**config.mk**
```make
export PLATFORM = sky130hd
export DESIGN_NAME = ucie_stack_wrr_scheduler_flat
export DESIGN_NICKNAME = d
export VERILOG_FILES = /design/src/rtl/ucie_pkg.sv /design/src/rtl/ucie_stack_wrr_scheduler_if.sv /design/src/rtl/ucie_rr_pick.sv /design/src/rtl/ucie_stack_wrr_scheduler.sv /design/src/flat_wrapper.sv
export SDC_FILE = /design/constraint.sdc
export NUM_CORES = 1
export LEC_CHECK = 0
export CORE_UTILIZATION = 40
export CTS_BUF_LIST = sky130_fd_sc_hd__clkbuf_8
export CTS_CLUSTER_SIZE = 30
export DETAILED_ROUTE_END_ITERATION = 6
export GPL_ROUTABILITY_DRIVEN = 0
export GPL_TIMING_DRIVEN = 0
export PLACE_DENSITY = 0.73
export SLEW_MARGIN = 5
export SYNTH_ARGS = -nofsm -noshare
export SYNTH_HDL_FRONTEND = slang
export SYNTH_SLANG_ARGS = --single-unit
```
**constraint.sdc**
```tcl
create_clock -name clk -period 5.5 [get_ports clk]
set_input_delay 1.1 -clock clk [delete_from_list [all_inputs] [get_ports clk]]
set_output_delay 1.1 -clock clk [all_outputs]
set_load 0.02 [all_outputs]
```
**src/rtl/ucie_pkg.sv**
```systemverilog
// Shared types and defaults for the UCIe protocol-stack WRR scheduler.
package ucie_pkg;

    typedef enum logic [1:0] {
        S_INIT,
        S_IDLE,
        S_GRANT
    } wrr_state_t;

    localparam int WRR_STARVE_LIMIT_DEF = 64;

endpackage

```
**src/rtl/ucie_stack_wrr_scheduler_if.sv**
```systemverilog
// Request/grant/credit bundle between the protocol stacks and the WRR scheduler.
interface ucie_stack_wrr_scheduler_if #(
    parameter int NUM_STACKS = 4,
    parameter int WEIGHT_W   = 4,
    parameter int CREDIT_W   = 8
);
    localparam int ID_W = $clog2(NUM_STACKS);

    logic [NUM_STACKS-1:0]               stack_enable;
    logic [NUM_STACKS-1:0]               stack_req;
    logic [NUM_STACKS-1:0][WEIGHT_W-1:0] stack_weight;
    logic [NUM_STACKS-1:0][CREDIT_W-1:0] credit_init;
    logic [NUM_STACKS-1:0]               credit_ret;
    logic                                tx_fire;
    logic                                grant_valid;
    logic [ID_W-1:0]                     grant_id;
    logic [NUM_STACKS-1:0]               grant_onehot;
    logic [NUM_STACKS-1:0][CREDIT_W-1:0] credit_level;
    logic [NUM_STACKS-1:0]               starved;
    logic                                err_spurious;

    modport master (
        output stack_enable, stack_req, stack_weight,
        output credit_init, credit_ret, tx_fire,
        input  grant_valid, grant_id, grant_onehot,
        input  credit_level, starved, err_spurious
    );

    modport slave (
        input  stack_enable, stack_req, stack_weight,
        input  credit_init, credit_ret, tx_fire,
        output grant_valid, grant_id, grant_onehot,
        output credit_level, starved, err_spurious
    );

endinterface

```
**src/rtl/ucie_rr_pick.sv**
```systemverilog
// Rotating-priority picker: first set req bit strictly after ptr, wrapping.
module ucie_rr_pick #(
    parameter  int N    = 4,
    localparam int ID_W = $clog2(N)
) (
    input  logic [N-1:0]    req,
    input  logic [ID_W-1:0] ptr,
    output logic [ID_W-1:0] idx,
    output logic            found
);

    logic [ID_W-1:0] cand;

    always_comb begin
        idx   = '0;
        found = 1'b0;
        cand  = '0;
        for (int k = 1; k <= N; k++) begin
            cand = ID_W'((int'(ptr) + k) % N);
            if (!found && req[cand]) begin
                found = 1'b1;
                idx   = cand;
            end
        end
    end

endmodule

```
**src/rtl/ucie_stack_wrr_scheduler.sv**
```systemverilog
// Weighted round-robin, credit-aware owner selection for the shared D2D TX stream.
module ucie_stack_wrr_scheduler
    import ucie_pkg::*;
#(
    parameter int NUM_STACKS   = 4,
    parameter int WEIGHT_W     = 4,
    parameter int CREDIT_W     = 8,
    parameter int STARVE_LIMIT = WRR_STARVE_LIMIT_DEF
) (
    input logic clk,
    input logic rst_n,
    input logic cfg_reinit,
    ucie_stack_wrr_scheduler_if.slave bus
);

    localparam int ID_W   = $clog2(NUM_STACKS);
    localparam int WAIT_W = $clog2(STARVE_LIMIT + 1);

    wrr_state_t                          state_q, state_d;
    logic [ID_W-1:0]                     rr_ptr_q, rr_ptr_d;
    logic                                grant_valid_q, grant_valid_d;
    logic [ID_W-1:0]                     grant_id_q, grant_id_d;
    logic [NUM_STACKS-1:0]               grant_onehot_q, grant_onehot_d;
    logic [WEIGHT_W-1:0]                 quantum_q, quantum_d;
    logic [NUM_STACKS-1:0][CREDIT_W-1:0] credit_q, credit_d;
    logic [NUM_STACKS-1:0][WAIT_W-1:0]   wait_q, wait_d;
    logic [NUM_STACKS-1:0]               starved_q, starved_d;
    logic                                err_q, err_d;

    logic [NUM_STACKS-1:0] eligible;
    logic [ID_W-1:0]       pick_idx;
    logic                  pick_found;
    logic [WEIGHT_W-1:0]   pick_weight;
    logic                  fire_g;
    logic                  release_g;

    always_comb begin
        eligible = '0;
        for (int i = 0; i < NUM_STACKS; i++) begin
            eligible[i] = bus.stack_enable[i] && bus.stack_req[i]
                       && (credit_q[i] != '0);
        end
    end

    ucie_rr_pick #(.N(NUM_STACKS)) u_pick (
        .req   (eligible),
        .ptr   (rr_ptr_q),
        .idx   (pick_idx),
        .found (pick_found)
    );

    assign pick_weight = bus.stack_weight[pick_idx];
    assign fire_g      = (state_q == S_GRANT) && bus.tx_fire;

    always_comb begin
        state_d        = state_q;
        rr_ptr_d       = rr_ptr_q;
        grant_valid_d  = grant_valid_q;
        grant_id_d     = grant_id_q;
        grant_onehot_d = grant_onehot_q;
        quantum_d      = quantum_q;
        release_g      = 1'b0;
        unique case (state_q)
            S_INIT: state_d = S_IDLE;
            S_IDLE: begin
                if (pick_found) begin
                    state_d        = S_GRANT;
                    grant_valid_d  = 1'b1;
                    grant_id_d     = pick_idx;
                    grant_onehot_d = NUM_STACKS'(1) << pick_idx;
                    quantum_d      = (pick_weight == '0) ? WEIGHT_W'(1)
                                                         : pick_weight;
                end
            end
            S_GRANT: begin
                if (bus.tx_fire) begin
                    quantum_d = quantum_q - WEIGHT_W'(1);
                    release_g = (quantum_q == WEIGHT_W'(1))
                             || (credit_q[grant_id_q] == CREDIT_W'(1));
                end else begin
                    release_g = !bus.stack_enable[grant_id_q]
                             || !bus.stack_req[grant_id_q];
                end
                if (release_g) begin
                    rr_ptr_d       = grant_id_q;
                    state_d        = S_IDLE;
                    grant_valid_d  = 1'b0;
                    grant_id_d     = '0;
                    grant_onehot_d = '0;
                end
            end
            default: state_d = S_INIT;
        endcase
        // Re-init drops the grant, but a same-cycle fire still spends its credit.
        if (cfg_reinit) begin
            state_d        = S_INIT;
            grant_valid_d  = 1'b0;
            grant_id_d     = '0;
            grant_onehot_d = '0;
        end
    end

    always_comb begin
        credit_d  = credit_q;
        wait_d    = wait_q;
        starved_d = '0;
        for (int i = 0; i < NUM_STACKS; i++) begin
            if (state_q == S_INIT) begin
                credit_d[i] = bus.credit_init[i];
            end else if (bus.credit_ret[i] && !(fire_g && grant_onehot_q[i])) begin
                if (credit_q[i] != '1) credit_d[i] = credit_q[i] + CREDIT_W'(1);
            end else if (!bus.credit_ret[i] && fire_g && grant_onehot_q[i]) begin
                if (credit_q[i] != '0) credit_d[i] = credit_q[i] - CREDIT_W'(1);
            end
            if (state_q == S_INIT || !eligible[i] || grant_onehot_d[i]) begin
                wait_d[i] = '0;
            end else if (wait_q[i] != '1) begin
                wait_d[i] = wait_q[i] + WAIT_W'(1);
            end
            starved_d[i] = (wait_d[i] >= WAIT_W'(STARVE_LIMIT));
        end
        err_d = (state_q == S_INIT) ? 1'b0
              : (err_q || (bus.tx_fire && !grant_valid_q));
    end

    always_ff @(posedge clk) begin
        if (!rst_n) begin
            state_q        <= S_INIT;
            rr_ptr_q       <= ID_W'(NUM_STACKS - 1);
            grant_valid_q  <= 1'b0;
            grant_id_q     <= '0;
            grant_onehot_q <= '0;
            quantum_q      <= '0;
            credit_q       <= '0;
            wait_q         <= '0;
            starved_q      <= '0;
            err_q          <= 1'b0;
        end else begin
            state_q        <= state_d;
            rr_ptr_q       <= rr_ptr_d;
            grant_valid_q  <= grant_valid_d;
            grant_id_q     <= grant_id_d;
            grant_onehot_q <= grant_onehot_d;
            quantum_q      <= quantum_d;
            credit_q       <= credit_d;
            wait_q         <= wait_d;
            starved_q      <= starved_d;
            err_q          <= err_d;
        end
    end

    assign bus.grant_valid  = grant_valid_q;
    assign bus.grant_id     = grant_id_q;
    assign bus.grant_onehot = grant_onehot_q;
    assign bus.credit_level = credit_q;
    assign bus.starved      = starved_q;
    assign bus.err_spurious = err_q;

endmodule

```
**src/flat_wrapper.sv**
```systemverilog
// flat-port wrapper written by rule: the top's interface ports become plain ports
module ucie_stack_wrr_scheduler_flat import ucie_pkg::*;
#(
    parameter int NUM_STACKS   = 4,
    parameter int WEIGHT_W     = 4,
    parameter int CREDIT_W     = 8,
    parameter int STARVE_LIMIT = WRR_STARVE_LIMIT_DEF
)
  (clk, rst_n, cfg_reinit, bus_stack_enable, bus_stack_req, bus_stack_weight, bus_credit_init, bus_credit_ret, bus_tx_fire, bus_grant_valid, bus_grant_id, bus_grant_onehot, bus_credit_level, bus_starved, bus_err_spurious);
  ucie_stack_wrr_scheduler_if #(.NUM_STACKS(NUM_STACKS), .WEIGHT_W(WEIGHT_W), .CREDIT_W(CREDIT_W)) bus_i ();
  input logic clk;
  input logic rst_n;
  input logic cfg_reinit;
  input wire logic [$bits(bus_i.stack_enable)-1:0] bus_stack_enable;
  input wire logic [$bits(bus_i.stack_req)-1:0] bus_stack_req;
  input wire logic [$bits(bus_i.stack_weight)-1:0] bus_stack_weight;
  input wire logic [$bits(bus_i.credit_init)-1:0] bus_credit_init;
  input wire logic [$bits(bus_i.credit_ret)-1:0] bus_credit_ret;
  input wire logic [$bits(bus_i.tx_fire)-1:0] bus_tx_fire;
  output wire logic [$bits(bus_i.grant_valid)-1:0] bus_grant_valid;
  output wire logic [$bits(bus_i.grant_id)-1:0] bus_grant_id;
  output wire logic [$bits(bus_i.grant_onehot)-1:0] bus_grant_onehot;
  output wire logic [$bits(bus_i.credit_level)-1:0] bus_credit_level;
  output wire logic [$bits(bus_i.starved)-1:0] bus_starved;
  output wire logic [$bits(bus_i.err_spurious)-1:0] bus_err_spurious;
  assign bus_i.stack_enable = bus_stack_enable;
  assign bus_i.stack_req = bus_stack_req;
  assign bus_i.stack_weight = bus_stack_weight;
  assign bus_i.credit_init = bus_credit_init;
  assign bus_i.credit_ret = bus_credit_ret;
  assign bus_i.tx_fire = bus_tx_fire;
  assign bus_grant_valid = bus_i.grant_valid;
  assign bus_grant_id = bus_i.grant_id;
  assign bus_grant_onehot = bus_i.grant_onehot;
  assign bus_credit_level = bus_i.credit_level;
  assign bus_starved = bus_i.starved;
  assign bus_err_spurious = bus_i.err_spurious;
  ucie_stack_wrr_scheduler #(.NUM_STACKS(NUM_STACKS), .WEIGHT_W(WEIGHT_W), .CREDIT_W(CREDIT_W), .STARVE_LIMIT(STARVE_LIMIT)) u_core (.clk(clk), .rst_n(rst_n), .cfg_reinit(cfg_reinit), .bus(bus_i));
endmodule
```
==> results of run 1 <==
-- metrics by stage --
stage	hold WS [ns]	std cells
finish	0.502	908
floorplan	0.459	618
CTS	0.512	908
detailed placement	0.499	892
global placement	0.477	892
global route	0.529	908
-- layout make-up --
cell class	count	area, um2
Fill cell	1139	5590
Multi-Input combinational cell	490	3250
Sequential cell	76	1520
Timing Repair Buffer	106	1060
Tap cell	168	210
Clock buffer	11	151
Buffer	27	138
Clock inverter	5	98.8
Inverter	25	93.8
-- sequential cells by signal, summed over array words and instances (netlist names) --
| name | cells |
|---|---|
| u_core.wait_q | 24 |
| u_core.quantum_q | 4 |
| u_core.bus.credit_level | 32 |
| u_core.state_q | 2 |
| u_core.bus.grant_valid | 1 |
| u_core.bus.grant_onehot | 4 |
| u_core.bus.starved | 4 |
| u_core.bus.grant_id | 2 |
| u_core.rr_ptr_q | 2 |
| u_core.bus.err_spurious | 1 |
-- worst paths after layout --
check,start,end,depth (start not counted)
min reg2reg,u_core.bus.grant_valid$_SDFFE_PP0P_,u_core.bus.grant_valid$_SDFFE_PP0P_,2
max reg2reg,u_core.state_q[0]$_SDFFE_PP0P_,u_core.bus.credit_level[15]$_SDFFE_PN0P_,14
min,u_core.bus.grant_valid$_SDFFE_PP0P_,u_core.bus.grant_valid$_SDFFE_PP0P_,2
max,bus_tx_fire,u_core.bus.credit_level[15]$_SDFFE_PN0P_,12
-- kinds of logic (layout without fill, tap and decap cells) --
family | after synthesis | count (layout) | synth area share [%]
adder cells (fa/ha/maj) | 37 | 37 | 9.86
multiplexers | 29 | 29 | 6.13
AO/OA/AOI/OAI | 168 | 168 | 21.8
XOR/XNOR | 39 | 39 | 6.83
buffers and inverters | 52 | 174 | 4.63
flip-flops | 76 | 76 | 30.4
AND/OR/NAND/NOR | 217 | 217 | 20.3
-- power by group --
group / internal (mW) / total, mW / leakage [nW] / switching, mW
Clock: 0.324 / 0.543 / 0.131 / 0.219
Sequential: 0.583 / 0.635 / 0.622 / 0.0520
Combinational: 0.247 / 0.519 / 1.82 / 0.272
-- cell usage in the layout (no fill, tap or decap), types with 2 or more instances in the layout --
cell and n:
xnor2_1 24, o211ai_1 6, buf_2 2, and4_1 2
or3_1 3, buf_4 4, a211o_1 3, clkdlybuf4s50_1 106
mux2i_1 25, a31oi_1 3, a31o_2 2, a211oi_1 13
clkbuf_1 18, nand4_1 14, inv_1 26, a21oi_1 64
a2111oi_0 4, o22ai_1 3, nand2_1 43, a21o_1 9
o21bai_1 8, ha_1 33, nor3_1 18, a22oi_1 6
o21ai_0 27, nor2b_1 2, nor2_1 89, and3_1 6
xor2_1 15, o21a_1 4, bufinv_16 3, nor4_1 8
mux2_2 3, nand3_1 24, fa_1 4, dfxtp_1 76
clkbuf_8 11
-- worst register-to-register path, delay by kind of cell (launching register included) --
kind | cells | cell delay (ns)
compound gates | 6 | 1.40
xor+xnor | 1 | 0.19
fa+ha+maj | 2 | 0.46
buf+inv | 2 | 0.36
flops | 1 | 0.33
simple gates | 3 | 0.66
-- metal layers --
metal	track usage, %	vias to the layer above
li1	-	2472
met1	29.3	2354
met2	38.6	186
met3	3.67	34
met4	10.4	0
met5	0	-
==> metrics.csv, run 1 <==
stage,metric,value,unit
run_status,status,completed,
clocking,cts.repair.resized,0,
route,vias,5046,
place,dp_slack,1.45,ns
layout,final_core_util,53.9,%
timing,min_period,3.67,ns
synth,synth-edff-count,0,
clocking,cts_buffer_depth,2,
synth,syn_area_per_cell,8.09,um2
grt,grt_max_degree,13,
route,avgViaCountPerCell,5.56,
setup_path,start_kind,primary input,
clocking,htree_levels,3,
synth,syn_nets,719,
setup_path,cp_common_cell,a21oi_1,
grt,grt_use_total,23.1,%
setup_path,arrival,3.96,ns
timing,setup_tns,0,ns
synth,synthArstFlopShare,0,%
die,dieArea,0.0130,mm2
clocking,tritoncts,built,
setup_path,required,5.80,ns
route,wl_met3,782,um
synth,postSynthCellCount,618,
synth,ys.flop_type,dfxtp_1,
grt,grt_pass1_wl,23700,um
synth,synth_top_area_share,30.4,%
setup_path,cp-end-kind,register,
place,numPortBuffers,106,
grt,antenna_found_initial,0,
clocking,cts_buffers,9,
setup_path,cpMaxStageDelayCell,a2111oi_0,
synth,yosys.cell_types.count,62,
timing,setup_viol,0,
timing,report.final.slew_viol_count,0,
timing,max_freq,0.273,GHz
power,ir_worst_vdd,0.000125,V
layout,area_delta_synth_final,30.4,%
synth,ys_seq_area_share,30.4,%
setup_path,critical_path.max_stage_delay,0.42,ns
die,row_count,40,
layout,final_area,0.00652,mm2
timing,final.period_utilization,66.7,%
route,wl_per_cell,15.7,um
power,power.density,260,mW/mm2
power,total_power,1.70,mW
setup_path,path_class,in2reg,
layout,n_antenna_cell,0,
clocking,cts_sinks,76,
clocking,cts_root_buf,clkbuf_8,
synth,synth_most_common_cell,nor2_1,
setup_path,crit_family,compound AO/OA/AOI/OAI gates,
synth,synth-warning-count,0,
route,dr.pass1.iters,5,
setup_path,rrSetupSlack,2.03,ns
layout,nets,836,
clocking,clock_latency,0.37,ns
route,wirelength,14300,um
timing,relSlewSlack,51.1,%
clocking,postCtsHoldBufs,0,
timing,rsz0062_at_grt,no,
die,io_pins,108,
setup_path,cp_num_buf_inv,1,
layout,drive_gt1_share,5.27,%
setup_path,critical_path.cell_chain,clkbuf_1 -> nand3_1 -> nand2_1 -> ha_1 -> a21o_1 -> a21oi_1 -> o21bai_1 -> a2111oi_0 -> nor3_1 -> xnor2_1 -> o41a_1 -> a21oi_1,
die,die_h,114,um
route,wl_met1,6350,um
route,maxUsedRoutingLayer,met4,
synth,syn_area,0.00500,mm2
route,postRouteAntennaNets,0,
power,p_leak,2.58,nW
route,drc,0,
route,wl_met2,6680,um
timing,worstMarginPinSlew,0.734,ns
synth,synth_common_cells,"89 x nor2_1, 76 x dfxtp_1, 64 x a21oi_1",
timing,hold_viol,0,
grt,grt_remaining_overflow,0,
die,start_util,41.3,%
place,postPlaceCellArea,0.00627,mm2
clocking,path_clk_slew,0.08,ns
min_path,hold_class,reg2reg,
timing,finClkSkew,0.0101,ns
clocking,postCtsSetupBuffers,0,
synth,synth_area_leaders,"dfxtp_1 30%, ha_1 8.3%, nor2_1 6.7%",
grt,grt_pass1_vias,4914,
flow_run,drv_cap,0,
route,drtIter0Drc,465,
die,die_w,114,um
die,core,0.0121,mm2
place,hpwl,10900,um
timing,layout_setup_ws,1.83,ns
setup_path,crit_fanout,9,
synth,yosysTopAreaCell,dfxtp_1,
synth,ys_ff_latch,76,
Note: power is estimated with default switching activity, not from simulation.
==> run 2: changes to the inputs <==
==> constraint.sdc (replaced) <==
create_clock -name clk -period 3.8 [get_ports clk]
set_input_delay 0.76 -clock clk [delete_from_list [all_inputs] [get_ports clk]]
set_output_delay 0.76 -clock clk [all_outputs]
set_load 0.02 [all_outputs]
==> results of run 2 <==
The final DEF is identical to that of run 1. Status: completed.
Main changes from that run: setup slack after placement 1.45 ns -> 0.0914 ns; setup slack after layout 1.83 ns -> 0.329 ns; start point of the critical path bus_tx_fire -> u_core.state_q[0]$_SDFFE_PP0P_; register-to-register setup slack 2.03 ns -> 0.33 ns; total power 1.70 mW -> 2.46 mW; worst IR drop on VDD 0.000125 V -> 0.000181 V
==> run 3: changes to the inputs <==
--- a/config.mk
+++ b/config.mk
@@ -11,7 +11,7 @@
 export DETAILED_ROUTE_END_ITERATION = 6
 export GPL_ROUTABILITY_DRIVEN = 0
 export GPL_TIMING_DRIVEN = 0
-export PLACE_DENSITY = 0.73
+export PLACE_DENSITY_LB_ADDON = 0.05
 export SLEW_MARGIN = 5
 export SYNTH_ARGS = -nofsm -noshare
 export SYNTH_HDL_FRONTEND = slang
==> run 3 against run 2 <==
  * Clock-buffer cell count fell by 2
  * Highest routed layer unchanged
  * Hold slack got worse by 0.023 ns
  * Non-clock buffer count did not move
  * Maximum frequency rose by 0.68%
  * Combinational power fell by 1%
  * Sequential cell count did not move
  * Via count fell by 3.1%
  * Critical path depth did not move
  * Die area did not move
  * Sequential share of layout area rose by 0.17 points
  * Sequential power barely moved
==> metrics.csv, run 3 (same netlist as run 1, synthesis figures left out) <==
stage,metric,value,unit,change
run_status,status,completed,,unchanged
layout,final_cell_mix,"106 x clkdlybuf4s50_1, 89 x nor2_1, 76 x dfxtp_1, 64 x a21oi_1, 42 x nand2_1",,"was 106 x clkdlybuf4s50_1, 89 x nor2_1, 76 x dfxtp_1, 64 x a21oi_1, 43 x nand2_1"
power,p_leak,2.55,nW,was 2.58 nW
layout,seq_area,0.00152,mm2,unchanged
clocking,cts_buffer_depth,2,,unchanged
layout,layout_commonest_cell,clkdlybuf4s50_1,,unchanged
timing,hold_ws,0.480,ns,was 0.502 ns
route,drtIter0Drc,295,,was 465
timing,rsz0062_at_grt,no,,unchanged
grt,grt_pass1_wl,23000,um,was 23700 um
die,start_util,41.3,%,unchanged
timing,setup_viol,0,,unchanged
setup_path,cpMaxStageDelayCell,a2111oi_0,,unchanged
power,power.density,356,mW/mm2,was 376 mW/mm2
timing,min_period,3.45,ns,was 3.47 ns
layout,n_antenna_cell,0,,unchanged
route,dr.pass1.iters,5,,unchanged
grt,grt_use_total,22.8,%,was 23.1%
layout,fillCellCount,1148,,was 1139
clocking,htree_levels,3,,unchanged
setup_path,rr_worst_depth,14,,unchanged
route,drc,0,,unchanged
clocking,clock_latency,0.37,ns,about the same
layout,final_area,0.00647,mm2,was 0.00652 mm2
clocking,cts_root_buf,clkbuf_8,,unchanged
die,die_w,114,um,unchanged
power,ir_worst_vdd,0.000219,V,was 0.000181 V
route,wirelength,14100,um,was 14300 um
clocking,tritoncts,built,,unchanged
timing,max_freq,0.290,GHz,was 0.288 GHz
setup_path,critical_path.cell_chain,inv_1 -> ha_1 -> clkbuf_1 -> nand3_1 -> nand2_1 -> ha_1 -> a21o_1 -> a21oi_1 -> o21bai_1 -> a2111oi_0 -> nor3_1 -> xnor2_1 -> mux2i_1 -> a21oi_1,,was inv_1 -> ha_1 -> clkbuf_1 -> nand3_1 -> nand2_1 -> ha_1 -> a21o_1 -> a21oi_1 -> o21bai_1 -> a2111oi_0 -> nor3_1 -> xnor2_1 -> o41a_1 -> a21oi_1
timing,setup_tns,0,ns,unchanged
timing,final.period_utilization,90.7,%,was 91.4%
setup_path,rrSetupSlack,0.35,ns,was 0.33 ns
setup_path,crit_family,compound AO/OA/AOI/OAI gates,,unchanged
grt,grt_remaining_overflow,0,,unchanged
setup_path,path_class,reg2reg,,unchanged
setup_path,cp_num_buf_inv,2,,unchanged
layout,multi_input_area,0.00325,mm2,about the same
grt,antenna_found_initial,0,,unchanged
setup_path,critical_path.max_stage_delay,0.41,ns,was 0.42 ns
route,avgViaCountPerCell,5.39,,was 5.56
min_path,hold_path.startpoint,u_core.bus.err_spurious$_SDFF_PP0_,,was u_core.bus.grant_valid$_SDFFE_PP0P_
die,core,0.0121,mm2,unchanged
setup_path,start_kind,register,,unchanged
layout,largest_reg_flops,32,,unchanged
setup_path,required,4.04,ns,was 4.10 ns
place,hpwl,10800,um,was 10900 um
power,total_power,2.31,mW,was 2.46 mW
timing,report.final.slew_viol_count,0,,unchanged
setup_path,reg2reg_to,u_core.bus.credit_level[31]$_SDFFE_PN0P_,,was u_core.bus.credit_level[15]$_SDFFE_PN0P_
min_path,min_path_cells,2,,unchanged
grt,grt_max_degree,15,,was 13
min_path,min_to,u_core.bus.err_spurious$_SDFF_PP0_,,was u_core.bus.grant_valid$_SDFFE_PP0P_
die,row_count,40,,unchanged
die,die_h,114,um,unchanged
route,postRouteAntennaNets,0,,unchanged
setup_path,arrival,3.69,ns,was 3.77 ns
clocking,cts_sinks,76,,unchanged
die,io_pins,108,,unchanged
timing,relSlewSlack,50.4,%,was 51.1%
route,wl_met3,678,um,was 782 um
route,wl_per_cell,15.5,um,was 15.7 um
clocking,path_clk_slew,0.09,ns,was 0.08 ns
layout,drive_gt1_share,5.41,%,was 5.27%
grt,grt_pass1_vias,4702,,was 4914
route,maxUsedRoutingLayer,met4,,unchanged
place,numPortBuffers,106,,unchanged
clocking,cts_buffers,9,,unchanged
min_path,hold_class,reg2reg,,unchanged
setup_path,crit_fanout,9,,unchanged
timing,worstMarginPinSlew,0.744,ns,was 0.734 ns
place,postPlaceCellArea,0.00627,mm2,unchanged
flow_run,drv_cap,0,,unchanged
route,wl_met2,6640,um,was 6680 um
timing,hold_viol,0,,unchanged
route,wl_met1,6510,um,was 6350 um
setup_path,cp-end-kind,register,,unchanged
die,dieArea,0.0130,mm2,unchanged
timing,finClkSkew,0.0126,ns,was 0.0101 ns
route,vias,4891,,was 5046
layout,area_delta_synth_final,29.5,%,was 30.4%
setup_path,r2r-start,u_core.state_q[0]$_SDFFE_PP0P_,,unchanged
layout,nets,836,,unchanged
run 3: layer usage:
layer,GRT usage [%],up-vias
met5,0,-
met4,6.75,0
met3,5.42,14
met2,37.7,131
met1,29.4,2270
li1,-,2476
run 3: area by class of cell:
| cell class | count | share of cell area, % |
|---|---|---|
| clock inverters | 7 | 1.18 |
| plain buffers | 27 | 2.13 |
| inverters | 25 | 1.45 |
| clock buffers | 9 | 1.91 |
| multi-input cells | 490 | 50.2 |
| flip-flops and latches | 76 | 23.5 |
| well taps | 168 | 3.25 |
| repair buffers | 106 | 16.4 |
run 3: repair_timing:
action,in CTS,in global routing
setup buffers,0,0
hold endpoints to repair,0,0
endpoints found under the setup margin,0,1
gates resized for setup,0,1
hold buffers,0,0
run 3: power by group:
group / internal [mW] / leakage (nW) / switching (mW)
logic: 0.356 / 1.82 / 0.387
registers: 0.844 / 0.622 / 0.0761
clock network: 0.308 / 0.102 / 0.338
run 3: worst register-to-register path, stage by stage (launching register included):
cell and delay, ns:
dfxtp_1 0.34, inv_1 0.08, ha_1 0.14, clkbuf_1 0.31
nand3_1 0.23, nand2_1 0.37, ha_1 0.31, a21o_1 0.18
a21oi_1 0.21, o21bai_1 0.11, a2111oi_0 0.41, nor3_1 0.14
xnor2_1 0.19, mux2i_1 0.22, a21oi_1 0.08
run 3: worst max path at each step:
stage | start | endpoint | slack, ns | cells past startpoint
after floorplan | bus_tx_fire | u_core.bus.credit_level[15]$_SDFFE_PN0P_ | 0.60 | 12
after global placement | bus_tx_fire | u_core.bus.credit_level[31]$_SDFFE_PN0P_ | 0.17 | 12
after detailed placement | bus_tx_fire | u_core.bus.credit_level[15]$_SDFFE_PN0P_ | 0.06 | 12
after CTS | u_core.state_q[0]$_SDFFE_PP0P_ | u_core.bus.credit_level[15]$_SDFFE_PN0P_ | 0.25 | 14
after global routing | u_core.state_q[0]$_SDFFE_PP0P_ | u_core.bus.credit_level[31]$_SDFFE_PN0P_ | 0.04 | 14
final | u_core.state_q[0]$_SDFFE_PP0P_ | u_core.bus.credit_level[31]$_SDFFE_PN0P_ | 0.35 | 14
run 3: stage by stage:
step	utilization, %	cells	worst slack [ns]
6_report	53.5	908	0.352
2_1_floorplan	-	618	0.598
5_1_grt	53.5	908	0.0398
3_3_place_gp	51.8	892	0.173
4_1_cts	53.4	908	0.253
3_5_place_dp	51.8	892	0.0581
==> RTL change 1: new RTL, config.mk and constraints of run 2 <==
Add an input register stage for `cfg_reinit`; this delays it by one clock. The other inputs are not delayed to match.
--- a/src/rtl/ucie_stack_wrr_scheduler.sv
+++ b/src/rtl/ucie_stack_wrr_scheduler.sv
@@ -17,2 +17,8 @@
     localparam int WAIT_W = $clog2(STARVE_LIMIT + 1);
+
+    logic cfg_reinit_q;
+
+    always_ff @(posedge clk) begin
+        cfg_reinit_q <= cfg_reinit;
+    end
 
@@ -94,3 +100,3 @@
         // Re-init drops the grant, but a same-cycle fire still spends its credit.
-        if (cfg_reinit) begin
+        if (cfg_reinit_q) begin
             state_d        = S_INIT;
Function: changed (Yosys sat finds a counterexample within 4 cycles, from zero or initial values and one cycle with rst_n low).
==> RTL change 1 against run 2 <==
Cell count decreased by 0.88%. Hold slack got worse by 0.015 ns. Sequential cell count increased by 1. Routed wire length increased by 3.8%. Non-clock buffer count increased by 1. Area after synthesis increased by 2.5%. Largest power group unchanged. Critical endpoint unchanged. Final area increased by 2.0%. Total power about the same. Setup slack got worse by 0.064 ns.
==> RTL change 1: results (changes against run 2) <==
Status - complete, no violations
Hpwl dp - 11220 um (+2.9%)
Max IR drop VDD - 243.1 uV (+34%)
Top cells by area, synth - dfxtp_1 30%, ha_1 8.1%, a21oi_1 4.7%
Placed instance count - 884 (-0.90%)
NumNets Final - 828 (-0.96%)
Routed wl met2 - 7074 um (+5.9%)
Synth Area in Adders - 9.619% (-0.24 points)
Xor/xnor cell area share of the yosys netlist - 6.836% (about the same)
WL final - 14810 um (+3.8%)
Final Hold Slack - 0.4874 ns (-0.01509 ns)
Die Wd - 115.2 um (+1.2%)
DR vias/cell - 5.662 (+1.9%)
Post-placement setup slack - 0.09888 ns (+0.007484 ns)
Met1 WL - 6464 um (+1.8%)
Compound-Gate Fraction of Synth Area - 23.58% (+1.7 points)
Mux contribution to synthesized area - 5.591% (-0.54 points)
Largest net degree at the start of global routing - 15 (+2)
Filler cell count - 1138 (-0.088%)
WL met3 - 983 um (+26%)
Reg2Reg Setup Slack - 0.26 ns (-0.06 ns)
Sw Share - 32.57% (+0.56 points)
Worst hold start - u_core.bus.err_spurious$_SDFF_PP0_
Net count after synthesis - 711 (-1.1%)
Worst path arrival time - 3.80 ns (+0.03 ns)
Cells after Synth - 610 (-1.3%)
GRT Overall Usage - 23.03% (-0.050 points)
Share of cells above drive strength 1 - 6.557% (+1.3 points)
DR vias - 5096 (+0.99%)
Worst Max-Slew Pin Slew - 0.8330 ns (+0.09884 ns)
Vias in the first global route - 4970 (+1.1%)
Hold EP - u_core.bus.err_spurious$_SDFF_PP0_
Synth cell count leaders - 77 x dfxtp_1, 60 x nand2_1, 48 x a21oi_1
==> RTL change 1: metrics by stage <==
stage               instance area, um^2  power, mW
global placement                   6396      1.669
CTS                                6643      2.461
detailed placement                 6396      1.690
floorplan                          5125      1.420
global route                       6650      2.572
finish                             6650      2.455
==> RTL change 1: worst max path at each step <==
stage                                   start                                  endpoint  slack (ns)
5_1_grt        u_core.state_q[0]$_SDFFE_PP0P_  u_core.bus.credit_level[15]$_SDFFE_PN0P_        0.02
3_5_place_dp                bus_credit_ret[0]   u_core.bus.credit_level[7]$_SDFFE_PN0P_         0.1
2_1_floorplan                     bus_tx_fire  u_core.bus.credit_level[31]$_SDFFE_PN0P_        0.69
3_3_place_gp                bus_credit_ret[2]  u_core.bus.credit_level[23]$_SDFFE_PN0P_        0.27
4_1_cts        u_core.state_q[0]$_SDFFE_PP0P_  u_core.bus.credit_level[15]$_SDFFE_PN0P_        0.36
6_report       u_core.state_q[0]$_SDFFE_PP0P_  u_core.bus.credit_level[15]$_SDFFE_PN0P_        0.26
==> RTL change 1: kinds of logic after synthesis <==
family,after synthesis
AO/OA/AOI/OAI,169
AND/OR/NAND/NOR,212
flip-flops,77
adder cells (fa/ha/maj),37
multiplexers,27
buffers and inverters,48
XOR/XNOR,40
==> RTL change 1: power groups by stage <==
stage	clock network [mW]	registers, mW	logic, mW
global route	0.811	0.943	0.818
detailed placement	0	0.950	0.740
global placement	0	0.948	0.721
finish	0.769	0.934	0.752
floorplan	0	0.978	0.442
CTS	0.782	0.932	0.747
==> RTL change 1: layout make-up <==
class | instances | area (um^2) | share of cell area (%)
Inverter | 20 | 75.07 | 1.129
Sequential cell | 77 | 1541 | 23.18
Buffer | 28 | 128.9 | 1.938
Multi-Input combinational cell | 485 | 3387 | 50.93
Timing Repair Buffer | 106 | 1061 | 15.95
Tap cell | 168 | 210.2 | 3.161
Clock buffer | 9 | 123.9 | 1.863
Clock inverter | 7 | 122.6 | 1.844
==> RTL change 1: worst max-delay path, stage by stage (launching register included) <==
cell and delay, ns:
dfxtp_1 0.35, inv_1 0.09, ha_1 0.14, clkbuf_1 0.27, nand3_1 0.23, nand2_1 0.36, ha_1 0.31, a21o_1 0.18
a21oi_1 0.24, o21bai_1 0.14, a2111oi_0 0.47, or3_1 0.20, xnor2_1 0.15, mux2i_1 0.21, a21boi_0 0.09
==> RTL change 1: routing by layer <==
| metal | vias up | GRT usage, % |
|---|---|---|
| met3 | 28 | 5.746 |
| met1 | 2401 | 28.72 |
| li1 | 2469 | - |
| met2 | 198 | 39.00 |
| met5 | - | 0 |
| met4 | 0 | 7.273 |
==> RTL change 2: new RTL, config.mk and constraints of run 2 <==
Made on the original files. `CREDIT_W` is set to 8 in 3 places; all go to 10.
--- a/src/rtl/ucie_stack_wrr_scheduler_if.sv
+++ b/src/rtl/ucie_stack_wrr_scheduler_if.sv
@@ -4,3 +4,3 @@
     parameter int WEIGHT_W   = 4,
-    parameter int CREDIT_W   = 8
+    parameter int CREDIT_W   = 10
 );
--- a/src/rtl/ucie_stack_wrr_scheduler.sv
+++ b/src/rtl/ucie_stack_wrr_scheduler.sv
@@ -6,3 +6,3 @@
     parameter int WEIGHT_W     = 4,
-    parameter int CREDIT_W     = 8,
+    parameter int CREDIT_W     = 10,
     parameter int STARVE_LIMIT = WRR_STARVE_LIMIT_DEF
--- a/src/flat_wrapper.sv
+++ b/src/flat_wrapper.sv
@@ -5,3 +5,3 @@
     parameter int WEIGHT_W     = 4,
-    parameter int CREDIT_W     = 8,
+    parameter int CREDIT_W     = 10,
     parameter int STARVE_LIMIT = WRR_STARVE_LIMIT_DEF
Ports: changed (resized bus_credit_init and bus_credit_level); port bits go from 108 to 124. No check against the original RTL was run, so the function may have changed too.
==> RTL change 2 against run 2 <==
Sequential cell count grew 8. Area after synthesis grew 15%. Highest routed layer unchanged. Global-route usage shrank 0.23 points. Count of clock-buffer cells in the layout shrank 2. Total power grew 3.0%. Setup slack lost 0.12 ns. Routed wire length grew 18%. Final area grew 14%.
==> RTL change 2: results (changes against run 2) <==
Distinct cells, synth - 60 (-3.2%)
DR vias - 5770 (+14%)
WL met3 - 966 um (+24%)
Clock power share - 26.5% (-5.5 points)
Dpl cell area - 7212 um^2 (+15%)
Crit Path Max Fanout - 11 (+2)
Max IR drop VDD - 149.3 uV (-18%)
Grt met3 use - 2.856% (-0.81 points)
Grt met1 use - 30.19% (+0.87 points)
Seq/Total Area, Yosys - 29.17% (-1.3 points)
Switching Power - 0.8943 mW (+14%)
Global-route wire length before repair - 26140 um (+10%)
Cells after Synth - 714 (+16%)
WL/cell - 16.31 um (+3.8%)
Cts bufs inserted - 9 (unchanged)
Final Skew - 0.007884 ns (-0.002179 ns)
Worst Max-Slew Pin Slew - 0.7507 ns (+0.01655 ns)
Max reg flops - 40 (+25%)
Final Non-Filler Cells - 1032 (+14%)
Synth cell count leaders - 120 x nor2_1, 84 x dfxtp_1, 54 x a21oi_1
Top cells by area, synth - dfxtp_1 29%, ha_1 8.9%, nor2_1 7.8%
Largest net degree at the start of global routing - 16 (+3)
Status - complete, no violations
Flop pwr share - 40.4% (+3.0 points)
Leakage - 2.920 nW (+13%)
Routing usage on met2 - 37.01% (-1.6 points)
PostCTS Resize Cnt - 6 (+6)
Sw Share - 35.38% (+3.4 points)
Met1 WL - 7631 um (+20%)
CP peak stage delay - 0.47 ns (+0.05 ns)
GRT Overall Usage - 22.85% (-0.23 points)
Share of cells above drive strength 1 - 6.221% (+0.95 points)
Routed wl met2 - 7813 um (+17%)
Vias in the first global route - 5223 (+6.3%)
I/O Buffers - 122 (+15%)
Starting DRT DRC Count - 334 (-28%)
Slowest CP cell - a2111o_1
Post-placement setup slack - -0.3468 ns (-0.4381 ns)
RTL change 2: cell types whose count changed in the layout (fill, tap and decap cells not counted), sizes merged, moves of 6 or more:
cell           before  now
ha                 33   41
nor2               89  120
xor2               15   23
clkdlybuf4s50     106  122
a21oi              65   54
nor3               18   29
a211oi             13   19
dfxtp              76   84
RTL change 2: logic make-up (layout without fill, tap and decap cells):
logic type	count (synthesis)	after routing	share of synthesized area (%)
buffers and inverters	52	190	3.776
flip-flops	84	84	29.17
multiplexers	30	30	5.555
AO/OA/AOI/OAI	177	177	20.96
adder cells (fa/ha/maj)	45	45	10.29
XOR/XNOR	48	48	7.292
AND/OR/NAND/NOR	278	278	22.96
RTL change 2: final cells by class:
type                            instances  area [um^2]  area share, %
Multi-Input combinational cell        578         3886          52.31
Timing Repair Buffer                  122         1221          16.44
Clock buffer                            9        123.9          1.667
Tap cell                              180        225.2          3.031
Sequential cell                        84         1682          22.63
Clock inverter                          7        72.57         0.9768
Buffer                                 26        121.4          1.634
Inverter                               26        97.59          1.314
RTL change 2: worst paths after layout:
check / slack, ns / end / startpoint / cells after the start
worst max-delay path: 0.20 / u_core.bus.credit_level[9]$_SDFFE_PN0P_ / u_core.state_q[0]$_SDFFE_PP0P_ / 15
worst min-delay path: 0.50 / u_core.bus.err_spurious$_SDFF_PP0_ / u_core.bus.err_spurious$_SDFF_PP0_ / 2
worst max register to register: 0.20 / u_core.bus.credit_level[9]$_SDFFE_PN0P_ / u_core.state_q[0]$_SDFFE_PP0P_ / 15
worst min register to register: 0.50 / u_core.bus.err_spurious$_SDFF_PP0_ / u_core.bus.err_spurious$_SDFF_PP0_ / 2
